--- config.mk ---
export PLATFORM = sky130hd
export DESIGN_NAME = mul_issue_wb_flat
export DESIGN_NICKNAME = d
export VERILOG_FILES = /design/src/rtl/mul_issue_wb_if.sv /design/src/rtl/mul_issue_wb.sv /design/src/flat_wrapper.sv
export SDC_FILE = /design/constraint.sdc
export NUM_CORES = 1
export LEC_CHECK = 0
export ABC_AREA = 1
export CAP_MARGIN = 40
export CORE_MARGIN = 10
export CORE_UTILIZATION = 50
export CTS_CLUSTER_SIZE = 25
export DETAILED_ROUTE_END_ITERATION = 7
export GPL_ROUTABILITY_DRIVEN = 0
export PLACE_DENSITY = 0.81
export RECOVER_POWER = 100
export SYNTH_ARGS = -nofsm -noshare
export SYNTH_HDL_FRONTEND = slang
export SYNTH_SLANG_ARGS = --single-unit
--- constraint.sdc ---
create_clock -name clk -period 3.5 [get_ports clk]
set_input_delay 0.35 -clock clk [delete_from_list [all_inputs] [get_ports clk]]
set_output_delay 0.35 -clock clk [all_outputs]
set_load 0.005 [all_outputs]
--- src/rtl/mul_issue_wb_if.sv ---
// Bundle of the execute-side issue handshake, the multiplier port and the writeback handshake.
interface mul_issue_wb_if #(
  parameter int DATA_WIDH = 32
);
  logic                 in_valid;
  logic                 in_ready;
  logic [2:0]           in_funct3;
  logic [DATA_WIDH-1:0] in_rs1;
  logic [DATA_WIDH-1:0] in_rs2;
  logic [4:0]           in_rd;

  logic                 m_valid_input;
  logic [1:0]           m_is_unsigned;
  logic [DATA_WIDH-1:0] m_a;
  logic [DATA_WIDH-1:0] m_b;
  logic                 m_valid_output;
  logic [DATA_WIDH-1:0] m_R_high;
  logic [DATA_WIDH-1:0] m_R_low;

  logic                 out_valid;
  logic                 out_ready;
  logic [4:0]           out_rd;
  logic [DATA_WIDH-1:0] out_data;

  modport master (
    output in_valid, in_funct3, in_rs1, in_rs2, in_rd,
    input  in_ready,
    input  m_valid_input, m_is_unsigned, m_a, m_b,
    output m_valid_output, m_R_high, m_R_low,
    input  out_valid, out_rd, out_data,
    output out_ready
  );

  modport slave (
    input  in_valid, in_funct3, in_rs1, in_rs2, in_rd,
    output in_ready,
    output m_valid_input, m_is_unsigned, m_a, m_b,
    input  m_valid_output, m_R_high, m_R_low,
    output out_valid, out_rd, out_data,
    input  out_ready
  );
endinterface

--- src/rtl/mul_issue_wb.sv ---
// Issue/writeback wrapper for the non-stalling pipelined multiplier: credit-gated issue,
// latency-aligned tag pipeline and an in-order result FIFO toward writeback.
module mul_issue_wb #(
  parameter int DATA_WIDH = 32,
  parameter int MUL_LAT   = 4,
  parameter int RES_DEPTH = 4
) (
  input  logic              clk,
  input  logic              rst_n,
  input  logic              flush,
  mul_issue_wb_if.slave     bus,
  output logic              err_illegal,
  output logic              err_sync
);
  localparam int CNT_W = $clog2(RES_DEPTH + MUL_LAT + 1);
  localparam int PTR_W = (RES_DEPTH > 1) ? $clog2(RES_DEPTH) : 1;

  logic                 acc;
  logic                 issue;
  logic                 tail_valid;
  logic                 push;
  logic                 pop;
  logic [DATA_WIDH-1:0] push_data;

  logic [MUL_LAT-1:0]   tag_valid;
  logic [MUL_LAT-1:0]   tag_high;
  logic [4:0]           tag_rd [MUL_LAT];

  logic [CNT_W-1:0]     inflight;
  logic [CNT_W-1:0]     count;
  logic [CNT_W-1:0]     count_next;
  logic [PTR_W-1:0]     head;
  logic [PTR_W-1:0]     tail;
  logic [PTR_W-1:0]     head_next;

  logic [4:0]           mem_rd   [RES_DEPTH];
  logic [DATA_WIDH-1:0] mem_data [RES_DEPTH];
  logic [4:0]           head_rd;
  logic [DATA_WIDH-1:0] head_data;
  logic                 sync_err;

  function automatic logic [PTR_W-1:0] ptr_inc(input logic [PTR_W-1:0] p);
    return (p == PTR_W'(RES_DEPTH - 1)) ? '0 : p + 1'b1;
  endfunction

  // Every op in the multiplier or the FIFO holds a credit, so a result always has a slot.
  assign bus.in_ready = rst_n && !flush && ((inflight + count) < CNT_W'(RES_DEPTH));
  assign acc          = bus.in_valid && bus.in_ready;
  assign issue        = acc && !bus.in_funct3[2];
  assign err_illegal  = acc && bus.in_funct3[2];

  assign bus.m_valid_input = issue;
  assign bus.m_a           = bus.in_rs1;
  assign bus.m_b           = bus.in_rs2;

  always_comb begin
    bus.m_is_unsigned = 2'b01;
    case (bus.in_funct3[1:0])
      2'b10:   bus.m_is_unsigned = 2'b11;
      2'b11:   bus.m_is_unsigned = 2'b00;
      default: bus.m_is_unsigned = 2'b01;
    endcase
  end

  // Capture is keyed on the tail tag alone, so results of flushed or reset ops are dropped.
  assign tail_valid = tag_valid[MUL_LAT-1];
  assign push       = tail_valid && !flush;
  assign pop        = bus.out_valid && bus.out_ready && !flush;
  assign push_data  = tag_high[MUL_LAT-1] ? bus.m_R_high : bus.m_R_low;

  assign bus.out_valid = (count != '0);
  assign bus.out_rd    = head_rd;
  assign bus.out_data  = head_data;
  assign err_sync      = sync_err;

  always_comb begin
    count_next = count;
    head_next  = head;
    if (push && !pop) begin
      count_next = count + 1'b1;
    end else if (pop && !push) begin
      count_next = count - 1'b1;
    end
    if (pop) begin
      head_next = ptr_inc(head);
    end
  end

  always_ff @(posedge clk or negedge rst_n) begin
    if (!rst_n) begin
      tag_valid <= '0;
      tag_high  <= '0;
      for (int i = 0; i < MUL_LAT; i++) begin
        tag_rd[i] <= '0;
      end
    end else begin
      for (int i = MUL_LAT - 1; i > 0; i--) begin
        tag_valid[i] <= flush ? 1'b0 : tag_valid[i-1];
        tag_high[i]  <= tag_high[i-1];
        tag_rd[i]    <= tag_rd[i-1];
      end
      tag_valid[0] <= issue && !flush;
      tag_high[0]  <= (bus.in_funct3 != 3'b000);
      tag_rd[0]    <= bus.in_rd;
    end
  end

  always_ff @(posedge clk or negedge rst_n) begin
    if (!rst_n) begin
      inflight <= '0;
      count    <= '0;
      head     <= '0;
      tail     <= '0;
      sync_err <= 1'b0;
    end else begin
      if (tail_valid && !bus.m_valid_output) begin
        sync_err <= 1'b1;
      end
      if (flush) begin
        inflight <= '0;
        count    <= '0;
        head     <= '0;
        tail     <= '0;
      end else begin
        if (issue && !tail_valid) begin
          inflight <= inflight + 1'b1;
        end else if (!issue && tail_valid) begin
          inflight <= inflight - 1'b1;
        end
        count <= count_next;
        head  <= head_next;
        if (push) begin
          tail <= ptr_inc(tail);
        end
      end
    end
  end

  always_ff @(posedge clk) begin
    if (push) begin
      mem_rd[tail]   <= tag_rd[MUL_LAT-1];
      mem_data[tail] <= push_data;
    end
  end

  // Registered head view holds its last value once the FIFO drains.
  always_ff @(posedge clk or negedge rst_n) begin
    if (!rst_n) begin
      head_rd   <= '0;
      head_data <= '0;
    end else if (!flush && count_next != '0) begin
      if (count == '0 || (pop && count == CNT_W'(1))) begin
        head_rd   <= tag_rd[MUL_LAT-1];
        head_data <= push_data;
      end else begin
        head_rd   <= mem_rd[head_next];
        head_data <= mem_data[head_next];
      end
    end
  end
endmodule

--- src/flat_wrapper.sv ---
// flat-port wrapper written by rule: the top's interface ports become plain ports
module mul_issue_wb_flat 
#(
  parameter int DATA_WIDH = 32,
  parameter int MUL_LAT   = 4,
  parameter int RES_DEPTH = 4
)
  (clk, rst_n, flush, err_illegal, err_sync, bus_in_valid, bus_in_funct3, bus_in_rs1, bus_in_rs2, bus_in_rd, bus_in_ready, bus_m_valid_input, bus_m_is_unsigned, bus_m_a, bus_m_b, bus_m_valid_output, bus_m_R_high, bus_m_R_low, bus_out_valid, bus_out_rd, bus_out_data, bus_out_ready);
  mul_issue_wb_if #(.DATA_WIDH(DATA_WIDH)) bus_i ();
  input  logic clk;
  input  logic rst_n;
  input  logic flush;
  output logic err_illegal;
  output logic err_sync;
  input wire logic [$bits(bus_i.in_valid)-1:0] bus_in_valid;
  input wire logic [$bits(bus_i.in_funct3)-1:0] bus_in_funct3;
  input wire logic [$bits(bus_i.in_rs1)-1:0] bus_in_rs1;
  input wire logic [$bits(bus_i.in_rs2)-1:0] bus_in_rs2;
  input wire logic [$bits(bus_i.in_rd)-1:0] bus_in_rd;
  output wire logic [$bits(bus_i.in_ready)-1:0] bus_in_ready;
  output wire logic [$bits(bus_i.m_valid_input)-1:0] bus_m_valid_input;
  output wire logic [$bits(bus_i.m_is_unsigned)-1:0] bus_m_is_unsigned;
  output wire logic [$bits(bus_i.m_a)-1:0] bus_m_a;
  output wire logic [$bits(bus_i.m_b)-1:0] bus_m_b;
  input wire logic [$bits(bus_i.m_valid_output)-1:0] bus_m_valid_output;
  input wire logic [$bits(bus_i.m_R_high)-1:0] bus_m_R_high;
  input wire logic [$bits(bus_i.m_R_low)-1:0] bus_m_R_low;
  output wire logic [$bits(bus_i.out_valid)-1:0] bus_out_valid;
  output wire logic [$bits(bus_i.out_rd)-1:0] bus_out_rd;
  output wire logic [$bits(bus_i.out_data)-1:0] bus_out_data;
  input wire logic [$bits(bus_i.out_ready)-1:0] bus_out_ready;
  assign bus_i.in_valid = bus_in_valid;
  assign bus_i.in_funct3 = bus_in_funct3;
  assign bus_i.in_rs1 = bus_in_rs1;
  assign bus_i.in_rs2 = bus_in_rs2;
  assign bus_i.in_rd = bus_in_rd;
  assign bus_in_ready = bus_i.in_ready;
  assign bus_m_valid_input = bus_i.m_valid_input;
  assign bus_m_is_unsigned = bus_i.m_is_unsigned;
  assign bus_m_a = bus_i.m_a;
  assign bus_m_b = bus_i.m_b;
  assign bus_i.m_valid_output = bus_m_valid_output;
  assign bus_i.m_R_high = bus_m_R_high;
  assign bus_i.m_R_low = bus_m_R_low;
  assign bus_out_valid = bus_i.out_valid;
  assign bus_out_rd = bus_i.out_rd;
  assign bus_out_data = bus_i.out_data;
  assign bus_i.out_ready = bus_out_ready;
  mul_issue_wb #(.DATA_WIDH(DATA_WIDH), .MUL_LAT(MUL_LAT), .RES_DEPTH(RES_DEPTH)) u_core (.clk(clk), .rst_n(rst_n), .flush(flush), .bus(bus_i), .err_illegal(err_illegal), .err_sync(err_sync));
endmodule
-- Word-level counts from Yosys, hierarchy flattened
Memory sizes are Yosys's and may differ from the RTL's.
Cells that the tools add are included.
- flip-flop bits (word level): 78
- memory bits (writable): 148
- input port bits: 142
- output and inout bits: 108
- word-level logic and storage cells: 79
- memories: 2
- add/subtract/negate cells: 7
- order comparisons: 1
- equal/unequal tests: 5
- muxes and demuxes: 21
- reduce and logical (&&, ||, !) cells: 30
- memory list (name ; words ; width ; rd ports ; clocked after memory_dff ; write ports ; RTL line ; RTL):
    u_core.mem_data ; 4 ; 32 ; 1 ; 0 ; 1 ; mul_issue_wb.sv:37 ; logic [DATA_WIDH-1:0] mem_data [RES_DEPTH];
    u_core.mem_rd ; 4 ; 5 ; 1 ; 0 ; 1 ; mul_issue_wb.sv:36 ; logic [4:0] mem_rd [RES_DEPTH];
- operators with widths (operator ; count):
    2-to-1 mux 32 bit ; 2
    2-to-1 mux 4 bit ; 6
    logical AND 1 bit ; 16
    2-to-1 mux 2 bit ; 6
    adder 4 x 1 -> 4 bit (second input constant) ; 2
    == test 2 bit (second input constant) ; 4
    nonzero test 4 bit ; 2
    subtractor 4 x 1 -> 4 bit (second input constant) ; 2
    logical NOT 1 bit ; 7
    nonzero test 3 bit ; 2
    2-to-1 mux 1 bit ; 5
    2-to-1 mux 5 bit ; 1
    adder 2 x 1 -> 2 bit (second input constant) ; 2
    adder 4 bit ; 1
    == test 4 x 1 -> 1 bit (second input constant) ; 1
    logical NOT 4 bit ; 1
    less-than comparator 4 x 3 -> 1 bit (second input constant) ; 1
    case mux 2 bit (2 select lines) ; 1
    nonzero test 2 bit ; 1
    logical OR 1 bit ; 1

-- Longest topological paths before layout
- depth in word-level cells: 10
- mapped depth: 16
- gate-level depth less buffers: 16

-- Least setup slack after synthesis
No wires, ideal clock.
- kind: input-to-reg
- start: in flush
- end: mem u_core.mem_data[0][0], enable pin
- setup time: 0.431 ns
- arrival time: 2.389 ns
- required time: 3.069 ns
- setup slack: 0.680 ns
- stages: 4
- buffers on the path: 1
- path through: buf_2 nor2_2 inv_1 nor2_1
- longest elaborated chain between the ends: 4
- RTL lines (what ; RTL line ; RTL):
    start: declaration ; flat_wrapper.sv:12 ; input logic flush;
    logical NOT 1 bit ; mul_issue_wb.sv:67 ; assign push = tail_valid && !flush;
    logical AND 1 bit ; mul_issue_wb.sv:67 ;
    2-to-1 mux 1 bit ; mul_issue_wb.sv:140 ; if (push) begin
    2-to-1 mux 1 bit (implied by the code) ; mul_issue_wb.sv:142 ; mem_data[tail] <= push_data;
    end: declaration ; mul_issue_wb.sv:37 ;
Every way passes these cells.

-- Worst setup path in the final report
- start: reg u_core.count[2]
- end: out bus_m_valid_input
- longest elaborated chain between the ends: 5
- RTL lines (what ; RTL line ; RTL):
    start: declaration ; mul_issue_wb.sv:30 ; logic [CNT_W-1:0] count;
    start signal: assignment ; mul_issue_wb.sv:130 ; count <= count_next;
    adder 4 bit ; mul_issue_wb.sv:47 ; assign bus.in_ready = rst_n && !flush && ((inflight + count) < CNT_W'(RES_DEPTH));
    less-than comparator 4 x 3 -> 1 bit ; mul_issue_wb.sv:47 ;
    logical AND 1 bit ; mul_issue_wb.sv:47 ;
    logical AND 1 bit ; mul_issue_wb.sv:48 ; assign acc = bus.in_valid && bus.in_ready;
    logical AND 1 bit ; mul_issue_wb.sv:49 ; assign issue = acc && !bus.in_funct3[2];
    end: declaration ; flat_wrapper.sv:21 ; output wire logic [$bits(bus_i.m_valid_input)-1:0] bus_m_valid_input;
Every way passes these cells.

==> flow_metrics.tcl <==
set metrics [dict create \
    status "finished, violations left" \
    violations "max-capacitance violations, max-slew violations" \
    layout-drive-gt1-share 0.0615 \
    power_per_cell_area_nw_per_um2 598 \
    finalWirelength_mm 23.3 \
    root_buffer "clkbuf_16" \
    syn-num-nets 1132 \
    cp.depth 8 \
    grt_pass1_wl_mm 36.8 \
    setup_viol 0 \
    p_leak_nw 5.02 \
    critPathKind "register to output pin" \
    cts_buffers 22 \
    hp-class "register to register" \
    synth_area_leaders "edfxtp_1 (44%), dfrtp_1 (19%), nand2_1 (14%)" \
    drtAntennaViolNets 0 \
    r2r_end "u_core.bus.out_data[19]$_DFFE_PN0P_" \
    period_needed_ns 3.24 \
    relSlewSlack -0.148 \
    hold_buffers 1 \
    final_hold_viol_count 0 \
    cp.required_ns 3.15 \
    num_antenna_cells 0 \
    drv_cap 3 \
    cts_sinks 226 \
    synth_top_area_share 0.437 \
    coreArea_sq_um 20100 \
    clkTransAtPathRegs_ns 0.06 \
    cts_tree "built" \
    grt.total_usage 0.172 \
    fin_nets 1196 \
    synth_xor_area_frac 0.00258 \
    fillers 1581 \
    dieArea_sq_um 26400 \
    timing.setup.tns_ns 0 \
    synth_compound_area_frac 0.00837 \
    crit_path_start "u_core.count[2]$_DFF_PN0_" \
    regArea_sq_um 6400 \
    critical-path-max-stage-delay_ns 0.57 \
    synth_flop_cell "edfxtp_1" \
    antenna_found_initial 1 \
    post-cts-setup-buffer-count 0 \
    path_buf_inv 2 \
    rsz0062_at_grt "no" \
    synthCells 977 \
    muxShareOfSynthArea 0.0354 \
    peakVddDrop_v 0.000360 \
    cp_slowest_cell "dlygate4sd3_1" \
    reg2reg_slack_ns 0.46 \
    post_drt_wl_per_cell_um 17.6 \
    crit_path_end "bus_m_valid_input" \
    synthAdderAreaFrac 0.0167 \
    synth_common_cells "nand2_1 (381), edfxtp_1 (148), nand3_1 (125)" \
    skew_ns 0.0150 \
    synth.cell_area_sq_um 10200 \
    worstSkewPairLatency_ns 0.51 \
    grt_overflow 0 \
    route.detailed.vias_per_inst 5.22 \
    yosys_warnings 0 \
    cts.htree.levels 1 \
    dieWidth_um 163 \
    area_growth_pct 17.6 \
    via_count 6928 \
    path_delay_family "simple AND/OR/NAND/NOR gates" \
    cts_resized 0 \
    startpoint_type "register" \
    clock_path_buffers 3 \
    fmax_ghz 0.309 \
    yosysUniqueCellTypes 31 \
    synth-seq-area-share 0.629 \
    avgSynthCellArea_sq_um 10.4 \
    cp_cell_sequence "ha_1 > or2_2 > nand3_1 > nand2_1 > nor2_1 > nand3_1 > inv_1 > dlygate4sd3_1" \
    drtIter0Drc 542 \
    r2r_start "u_core.count[0]$_DFF_PN0_" \
    worst_pin_slew_ns 1.72 \
    drc 0 \
    yosysMostFrequentCell "nand2_1" \
    synth-seq-cells 226 \
    synthSimpleGateAreaFrac 0.225 \
    drt-pass1-iter-count 6 \
    cp.arrival_ns 2.89 \
    die_h_um 163 \
    period_share 0.926 \
    grt_max_degree 56 \
    report.final.slew_viol_count 82 \
    hpwlAfterDp_mm 15.1 \
    rr_worst_depth 13 \
    synthArstFlopShare 0.345 \
    multi_input_area_sq_um 2930 \
    start_util 0.506 \
    critPathMaxFanout 6 \
    rows 52 \
    crit_path_end_kind "output pin" \
    grt_pass1_vias 7131 \
    cp_common_cell "nand3_1" \
    hold_ws_ns 0.341 \
    yosys.area.top_type "edfxtp_1" \
    ios 250 \
    synth_edf_count 148 \
    synth_top_family_by_area "simple AND/OR/NAND/NOR gates" \
    io_buffers 121 \
]
## worst reg2reg max path, delay by kind of cell (launching register included)
family | cells | cell delay (ns)
buffers and inverters | 3 | 1.04
AND/OR/NAND/NOR | 8 | 1.01
AO/OA/AOI/OAI | 1 | 0.16
flip-flops | 1 | 0.48
adder cells (fa/ha/maj) | 1 | 0.24
## state kept, by name (all words and copies together) (netlist names)
| register | flops |
|---|---|
| u_core.err_sync | 1 |
| u_core.count | 4 |
| u_core.tag_valid | 4 |
| u_core.tail | 2 |
| u_core.mem_data | 128 |
| u_core.bus.out_rd | 5 |
| u_core.bus.out_data | 32 |
| u_core.head | 2 |
| u_core.inflight | 4 |
| u_core.tag_high | 4 |
| u_core.mem_rd | 20 |
| u_core.tag_rd | 20 |
## routing by layer
| metal | share of wire | vias to the layer above | GRT usage |
|---|---|---|---|
| met5 | 0.00030 | - | 0 |
| met4 | 0.042 | 2 | 0.0893 |
| met3 | 0.075 | 76 | 0.0349 |
| met2 | 0.47 | 283 | 0.279 |
| met1 | 0.42 | 3267 | 0.216 |
| li1 | - | 3300 | - |
## final cells by class
| type | instances | area share |
|---|---|---|
| Multi-Input combinational cell | 609 | 0.245 |
| Clock buffer | 29 | 0.0517 |
| Tap cell | 270 | 0.0283 |
| Sequential cell | 226 | 0.535 |
| Timing Repair Buffer | 147 | 0.119 |
| Inverter | 35 | 0.0110 |
| Clock inverter | 11 | 0.0106 |
## stage by stage
| step | worst slack, ns | cell area (sq um) | utilization | instances | power, mW |
|---|---|---|---|---|---|
| after floorplan | 0.680 | 10200 | - | 977 | 4.16 |
| after global placement | 0.555 | 11300 | 0.561 | 1285 | 4.88 |
| after detailed placement | 0.498 | 11300 | 0.562 | 1286 | 4.94 |
| after CTS | 0.279 | 12000 | 0.599 | 1327 | 7.33 |
| after global routing | 0.0771 | 12000 | 0.595 | 1327 | 7.55 |
| final | 0.259 | 12000 | 0.595 | 1327 | 7.15 |
## power breakdown
part           total [mW]  internal (mW)  switching, mW
Sequential           3.25           3.09          0.157
Combinational        1.51          0.687          0.828
Clock                2.38           1.40          0.978
## cells by family (layout without fill, tap and decap cells)
family | after synthesis | after routing
AOI/OAI and AO/OA | 13 | 13
xor gates and xnor gates | 3 | 3
adders and majority gates | 13 | 13
buffers and inverters | 142 | 222
DFF | 226 | 226
muxes | 32 | 32
and+or+nand+nor | 548 | 548
## cells in the final DEF, fill, tap and decap left out, drive strengths merged
cell and count:
fa 1, xor2 3, nand3 127, clkdlybuf4s50 69, o21a 1, o21bai 1
nand3b 1, a21oi 3, inv 35, nand2 386, buf 16, clkinvlp 3
clkinv 6, o21ai 8, bufinv 2, mux2 32, dlygate4sd3 52, nand4 6
dfrtp 78, ha 12, or2 1, edfxtp 148, nor2 27, clkbuf 39
## worst min path at each step
stage | start | to | slack, ns | depth (start not counted)
6_report | u_core.tag_rd[12]$_DFF_PN0_ | u_core.tag_rd[7]$_DFF_PN0_ | 0.34 | 0
5_1_grt | u_core.tag_rd[12]$_DFF_PN0_ | u_core.tag_rd[7]$_DFF_PN0_ | 0.35 | 0
4_1_cts | bus_in_rd[0] | u_core.tag_rd[15]$_DFF_PN0_ | 0.27 | 1
3_5_place_dp | u_core.tag_rd[12]$_DFF_PN0_ | u_core.tag_rd[7]$_DFF_PN0_ | 0.33 | 0
3_3_place_gp | u_core.tag_rd[15]$_DFF_PN0_ | u_core.tag_rd[10]$_DFF_PN0_ | 0.33 | 0
2_1_floorplan | rst_n | u_core.bus.out_data[0]$_DFFE_PN0P_ | 0.05 | 0
Note: power is estimated with default switching activity, not from simulation.
